==> config.mk <==
export PLATFORM = sky130hd
export DESIGN_NAME = mem_arbiter
export DESIGN_NICKNAME = d
export VERILOG_FILES = /design/src/rtl/cpu_mem_pkg.sv /design/src/rtl/arb_priority_starve.sv /design/src/rtl/mem_arbiter.sv
export SDC_FILE = /design/constraint.sdc
export NUM_CORES = 1
export LEC_CHECK = 0
export BUFFER_PORTS_ARGS = -buffer_cell sky130_fd_sc_hd__buf_2
export CAP_MARGIN = 10
export CORE_AREA = 2 2 112 114
export CTS_CLUSTER_DIAMETER = 60
export DETAILED_ROUTE_END_ITERATION = 8
export DIE_AREA = 0 0 114 116
export PLACE_DENSITY = 0.88
export REMOVE_ABC_BUFFERS = 1
export SETUP_SLACK_MARGIN = 0.4
export SYNTH_ARGS = -nofsm -noshare
export SYNTH_HDL_FRONTEND = slang
export SYNTH_HIERARCHICAL = 1
export SYNTH_SLANG_ARGS = --single-unit
==> constraint.sdc <==
create_clock -name clk -period 2.1 [get_ports clk]
set_input_delay 0.105 -clock clk [delete_from_list [all_inputs] [get_ports clk]]
set_output_delay 0.105 -clock clk [all_outputs]
set_load 0.05 [all_outputs]
==> src/rtl/cpu_mem_pkg.sv <==
`timescale 1ns/1ps
`default_nettype none
// ============================================================================
// Module      : cpu_mem_pkg
// Description : Shared widths, FSM encoding and grant-select type for the
//               CPU memory arbiter.
// Revision    : 1.0 - initial release
// ============================================================================
package cpu_mem_pkg;

    localparam int unsigned c_ADDR_W = 32;
    localparam int unsigned c_DATA_W = 32;

    // Response-due-next-cycle state encoding
    localparam logic [1:0] c_IDLE   = 2'b00;
    localparam logic [1:0] c_RESP_I = 2'b01;
    localparam logic [1:0] c_RESP_D = 2'b10;

    typedef enum logic [1:0] {
        GNT_NONE = 2'b00,
        GNT_I    = 2'b01,
        GNT_D    = 2'b10
    } gnt_sel_e;

endpackage
`default_nettype wire

==> src/rtl/arb_priority_starve.sv <==
`timescale 1ns/1ps
`default_nettype none
// ============================================================================
// Module      : arb_priority_starve
// Description : Data-priority chooser with a saturating fetch starvation
//               counter that hands the slot to fetch once it hits the limit.
// Revision    : 1.0 - initial release
// ============================================================================
module arb_priority_starve
    import cpu_mem_pkg::*;
#(
    parameter int unsigned STARVE_MAX = 4
) (
    input  logic     clk,
    input  logic     rst_n,
    input  logic     instr_req,
    input  logic     data_req,
    output gnt_sel_e gnt_sel
);

    localparam logic [3:0] c_STARVE_LIMIT = 4'(STARVE_MAX);

    logic [3:0] r_cnt;
    logic [3:0] w_cnt_nxt;

    always_comb begin
        gnt_sel = GNT_NONE;
        if (rst_n) begin
            if (data_req && instr_req) begin
                gnt_sel = (r_cnt == c_STARVE_LIMIT) ? GNT_I : GNT_D;
            end else if (data_req) begin
                gnt_sel = GNT_D;
            end else if (instr_req) begin
                gnt_sel = GNT_I;
            end
        end
    end

    always_comb begin
        w_cnt_nxt = 4'd0;
        if (instr_req && (gnt_sel != GNT_I)) begin
            w_cnt_nxt = (r_cnt < c_STARVE_LIMIT) ? r_cnt + 4'd1 : r_cnt;
        end
    end

    always_ff @(posedge clk) begin
        if (!rst_n) begin
            r_cnt <= 4'd0;
        end else begin
            r_cnt <= w_cnt_nxt;
        end
    end

endmodule
`default_nettype wire

==> src/rtl/mem_arbiter.sv <==
`timescale 1ns/1ps
`default_nettype none
// ============================================================================
// Module      : mem_arbiter
// Description : Shares one single-port memory between fetch and load/store,
//               one grant per cycle with a one-cycle pipelined response.
// Revision    : 1.0 - initial release
// ============================================================================
module mem_arbiter
    import cpu_mem_pkg::*;
#(
    parameter int unsigned ADDR_W     = c_ADDR_W,
    parameter int unsigned DATA_W     = c_DATA_W,
    parameter int unsigned STARVE_MAX = 4
) (
    input  logic              clk,
    input  logic              rst_n,
    input  logic              instr_req,
    input  logic [ADDR_W-1:0] instr_addr,
    output logic              instr_gnt,
    output logic              instr_ready,
    output logic [DATA_W-1:0] instr_rdata,
    input  logic              data_req,
    input  logic              data_we,
    input  logic [ADDR_W-1:0] data_addr,
    input  logic [DATA_W-1:0] data_wdata,
    output logic              data_gnt,
    output logic              data_ready,
    output logic [DATA_W-1:0] data_rdata,
    output logic [ADDR_W-1:0] mem_addr,
    output logic              mem_we,
    output logic [DATA_W-1:0] mem_wdata,
    input  logic [DATA_W-1:0] mem_rdata,
    output logic              stall
);

    gnt_sel_e          w_gnt_sel;
    logic [1:0]        r_state;
    logic [1:0]        w_state_nxt;
    logic              r_resp_load;
    logic [ADDR_W-1:0] r_mem_addr_last;
    logic [DATA_W-1:0] r_instr_rdata;
    logic [DATA_W-1:0] r_data_rdata;
    logic              r_stall;
    logic              w_instr_resp;
    logic              w_data_resp;

    arb_priority_starve #(
        .STARVE_MAX (STARVE_MAX)
    ) u_arb (
        .clk       (clk),
        .rst_n     (rst_n),
        .instr_req (instr_req),
        .data_req  (data_req),
        .gnt_sel   (w_gnt_sel)
    );

    assign instr_gnt = (w_gnt_sel == GNT_I);
    assign data_gnt  = (w_gnt_sel == GNT_D);
    assign mem_we    = data_gnt & data_we;
    assign mem_wdata = data_wdata;

    always_comb begin
        mem_addr = r_mem_addr_last;
        if (instr_gnt) begin
            mem_addr = instr_addr;
        end else if (data_gnt) begin
            mem_addr = data_addr;
        end
    end

    always_comb begin
        w_state_nxt = c_IDLE;
        case (w_gnt_sel)
            GNT_I:   w_state_nxt = c_RESP_I;
            GNT_D:   w_state_nxt = c_RESP_D;
            default: w_state_nxt = c_IDLE;
        endcase
    end

    // Gating with rst_n drops a response that was due in the reset cycle
    assign w_instr_resp = rst_n && (r_state == c_RESP_I);
    assign w_data_resp  = rst_n && (r_state == c_RESP_D);

    assign instr_ready = w_instr_resp;
    assign data_ready  = w_data_resp;
    assign instr_rdata = w_instr_resp ? mem_rdata : r_instr_rdata;
    assign data_rdata  = (w_data_resp && r_resp_load) ? mem_rdata : r_data_rdata;
    assign stall       = r_stall;

    always_ff @(posedge clk) begin
        if (!rst_n) begin
            r_state         <= c_IDLE;
            r_resp_load     <= 1'b0;
            r_mem_addr_last <= '0;
            r_instr_rdata   <= '0;
            r_data_rdata    <= '0;
            r_stall         <= 1'b0;
        end else begin
            r_state         <= w_state_nxt;
            r_resp_load     <= data_gnt & ~data_we;
            r_mem_addr_last <= mem_addr;
            if (w_instr_resp) begin
                r_instr_rdata <= mem_rdata;
            end
            if (w_data_resp && r_resp_load) begin
                r_data_rdata <= mem_rdata;
            end
            r_stall <= (instr_req & ~instr_gnt) | (data_req & ~data_gnt);
        end
    end

endmodule
`default_nettype wire

==> flow_summary.toml <==
[status]
outcome = "finished, violations left"
violations = "setup timing"

[hold_path]
hold_path.startpoint = "mem_rdata[7]"
hold_path.class = "in2reg"

[yosys]
synth_seq_cells = 104
synth_xor_area_frac = 0
syn_area_um2 = 5580
post_synth_inst_count = 632
synth_top_area_frac = 0.373
yosys_warnings = 6
yosysSeqAreaShare = 0.373
synth_mux_area_frac = 0.256
syn_area_per_cell_um2 = 8.82
synth_cell_types = 31
synthTopCellsByArea = "dfxtp_1 37%, mux2i_1 17%, nand2_1 13%, mux2_4 7.8%, buf_4 4.6%"
yosys.area_share.simple = 0.193
synth_top_area_cell = "dfxtp_1"
synth_compound_area_frac = 0.0821
synth_top_family_by_area = "multiplexers"
synthAdderAreaFrac = 0.00449

[cts]
cts_buffer_depth = 2
cts.root.buffer_cell = "clkbuf_16"
clk_latency_ns = 0.34
cts_tree = "yes"
htree_levels = 3
path_clk_slew_ns = 0.07
numCtsBuffers = 9
cts_sinks = 104

[setup_path]
cp_max_fo = 15
r2r-start = "u_arb/r_cnt[1]"
worst_ep_arrival_time_ns = 2.30
crit_path_start_kind = "flip-flop"
crit_start = "u_arb/r_cnt[1]"
crit_required_ns = 2.00
endpoint_kind = "output port"
crit_type = "reg2out"

[pwr]
vdd_drop_max_mv = 0.421
leakage_nw = 3.79
p_total_mw = 4.81
powerDensity_nw_per_um2 = 540

[sta]
rsz0062_at_grt = "yes"
setup_viol = 36
tns_ns = -7.69
fin_ws_ns = -0.310
min_period_ns = 2.41
hold_viol = 0
slew_headroom = 0.619
max_freq_mhz = 415
drv_slew = 0
fin_crit_sh = 1.15
tightest_slew_ns = 0.572
clock-skew-final_ns = 0.00498

[finish]
antenna_cells = 0
final_nets = 960
drive_above_1_share = 0.508
syn_to_final_growth_pct = 59.7
final_cell_mix = "129 x nand2_1, 103 x buf_2, 100 x dfxtp_1, 65 x buf_8, 60 x mux2i_1"
layout_commonest_cell = "nand2_1"
fin_area_um2 = 8900
final_core_util = 0.747

[drt]
wirelength_mm = 21.5
via_per_inst = 5.66
drt_iter0_markers = 380
first_pass_iters = 5
avgRoutedWirePerCell_um = 22.0
drc = 0
vias = 5520
antenna_left = 0

[floorplan]
core_area_um2 = 11900
rows = 40
initial_core_util = 0.468
io_pins = 267
die_h_um = 116
die_w_um = 114
dieArea_um2 = 13200

[run]
max_cap_viol_count = 0

[placement]
hpwl_mm = 11.3
place_congestion = 0.730
place_area_um2 = 6500
portBuffers = 202
pre_cts_slack_ns = -0.0121

[grt]
gr-total-overflow = 0
grt_max_degree = 64
grt_pass1_wl_mm = 28.4
grt_pass1_vias = 5304
antenna_found_initial = 1
grt_usage = 0.281
metal layers:
metal | track usage | wire length [um] | up-vias
met2 | 0.487 | 10600 | 332
met4 | 0.0894 | 627 | 2
met1 | 0.311 | 7810 | 2678
met5 | 0.0185 | 17 | -
met3 | 0.120 | 2440 | 57
li1 | - | - | 2451
final cells by class:
class | instances | area (um^2)
Clock buffer | 11 | 233
Clock inverter | 4 | 22.5
Fill cell | 721 | 3010
Inverter | 6 | 22.5
Multi-Input combinational cell | 448 | 3770
Sequential cell | 104 | 2090
Tap cell | 147 | 184
Timing Repair Buffer | 256 | 2580
state kept, by name (all words and copies together), names as in the netlist:
signal and flops:
r_data_rdata 32, r_instr_rdata 32, r_mem_addr_last 32, r_resp_load 1, r_state 2, stall 1, u_arb/r_cnt 4
metrics by stage:
| step | cells | hold WS, ns |
|---|---|---|
| after floorplan | 558 | 0.177 |
| after global placement | 925 | 0.210 |
| after detailed placement | 925 | 0.210 |
| after CTS | 971 | 0.00657 |
| after global routing | 976 | 0.0386 |
| final | 976 | 0.0274 |
cells by family (layout without fill, tap and decap cells):
group / count (synthesis) / in the layout
compound gates: 72 / 72
fa+ha+maj: 2 / 2
buf+inv: 80 / 277
flops: 104 / 104
mux: 128 / 128
simple gates: 246 / 246
final timing paths:
path         depth (start not counted)  slack (ns)            endpoint
max                                  8       -0.31        mem_addr[23]
min                                  3        0.03    r_instr_rdata[7]
max reg2reg                         10       -0.07  r_mem_addr_last[2]
min reg2reg                          2        0.47   r_instr_rdata[31]
power breakdown:
part	internal (mW)	total [mW]	switching [mW]
Combinational	0.513	1.20	0.685
Clock	0.794	1.54	0.744
Sequential	2.03	2.07	0.0421
Total	3.34	4.81	1.47
cells in the mapped netlist (all sizes together):
master,count
ha,2
and3b,3
o21ai,34
nand4b,1
a211oi,3
or3,1
nor2,1
or3b,1
o211a,2
a21boi,32
mux2i,96
and2,35
inv,6
dfxtp,104
buf,57
nand3,1
nor2b,5
and4b,1
nand2b,3
mux2,32
a21oi,1
clkbuf,17
nand2,194
critical path: stages, from the launching register on:
cell,delay (ns)
dfxtp_2,0.35
inv_2,0.05
ha_4,0.14
and3b_2,0.22
o211a_4,0.31
buf_16,0.19
mux2i_1,0.14
mux2i_1,0.29
buf_4,0.26
what timing repair did:
| item | in CTS | in global routing |
|---|---|---|
| hold buffers | 2 | 0 |
| setup endpoints to repair | 136 | 135 |
| pin swaps | 15 | 49 |
| buffers inserted | 19 | 5 |
| cloned | 10 | 0 |
| hold endpoints to repair | 2 | 0 |
| resized for setup | 295 | 178 |
Note: power is estimated with default switching activity, not from simulation.
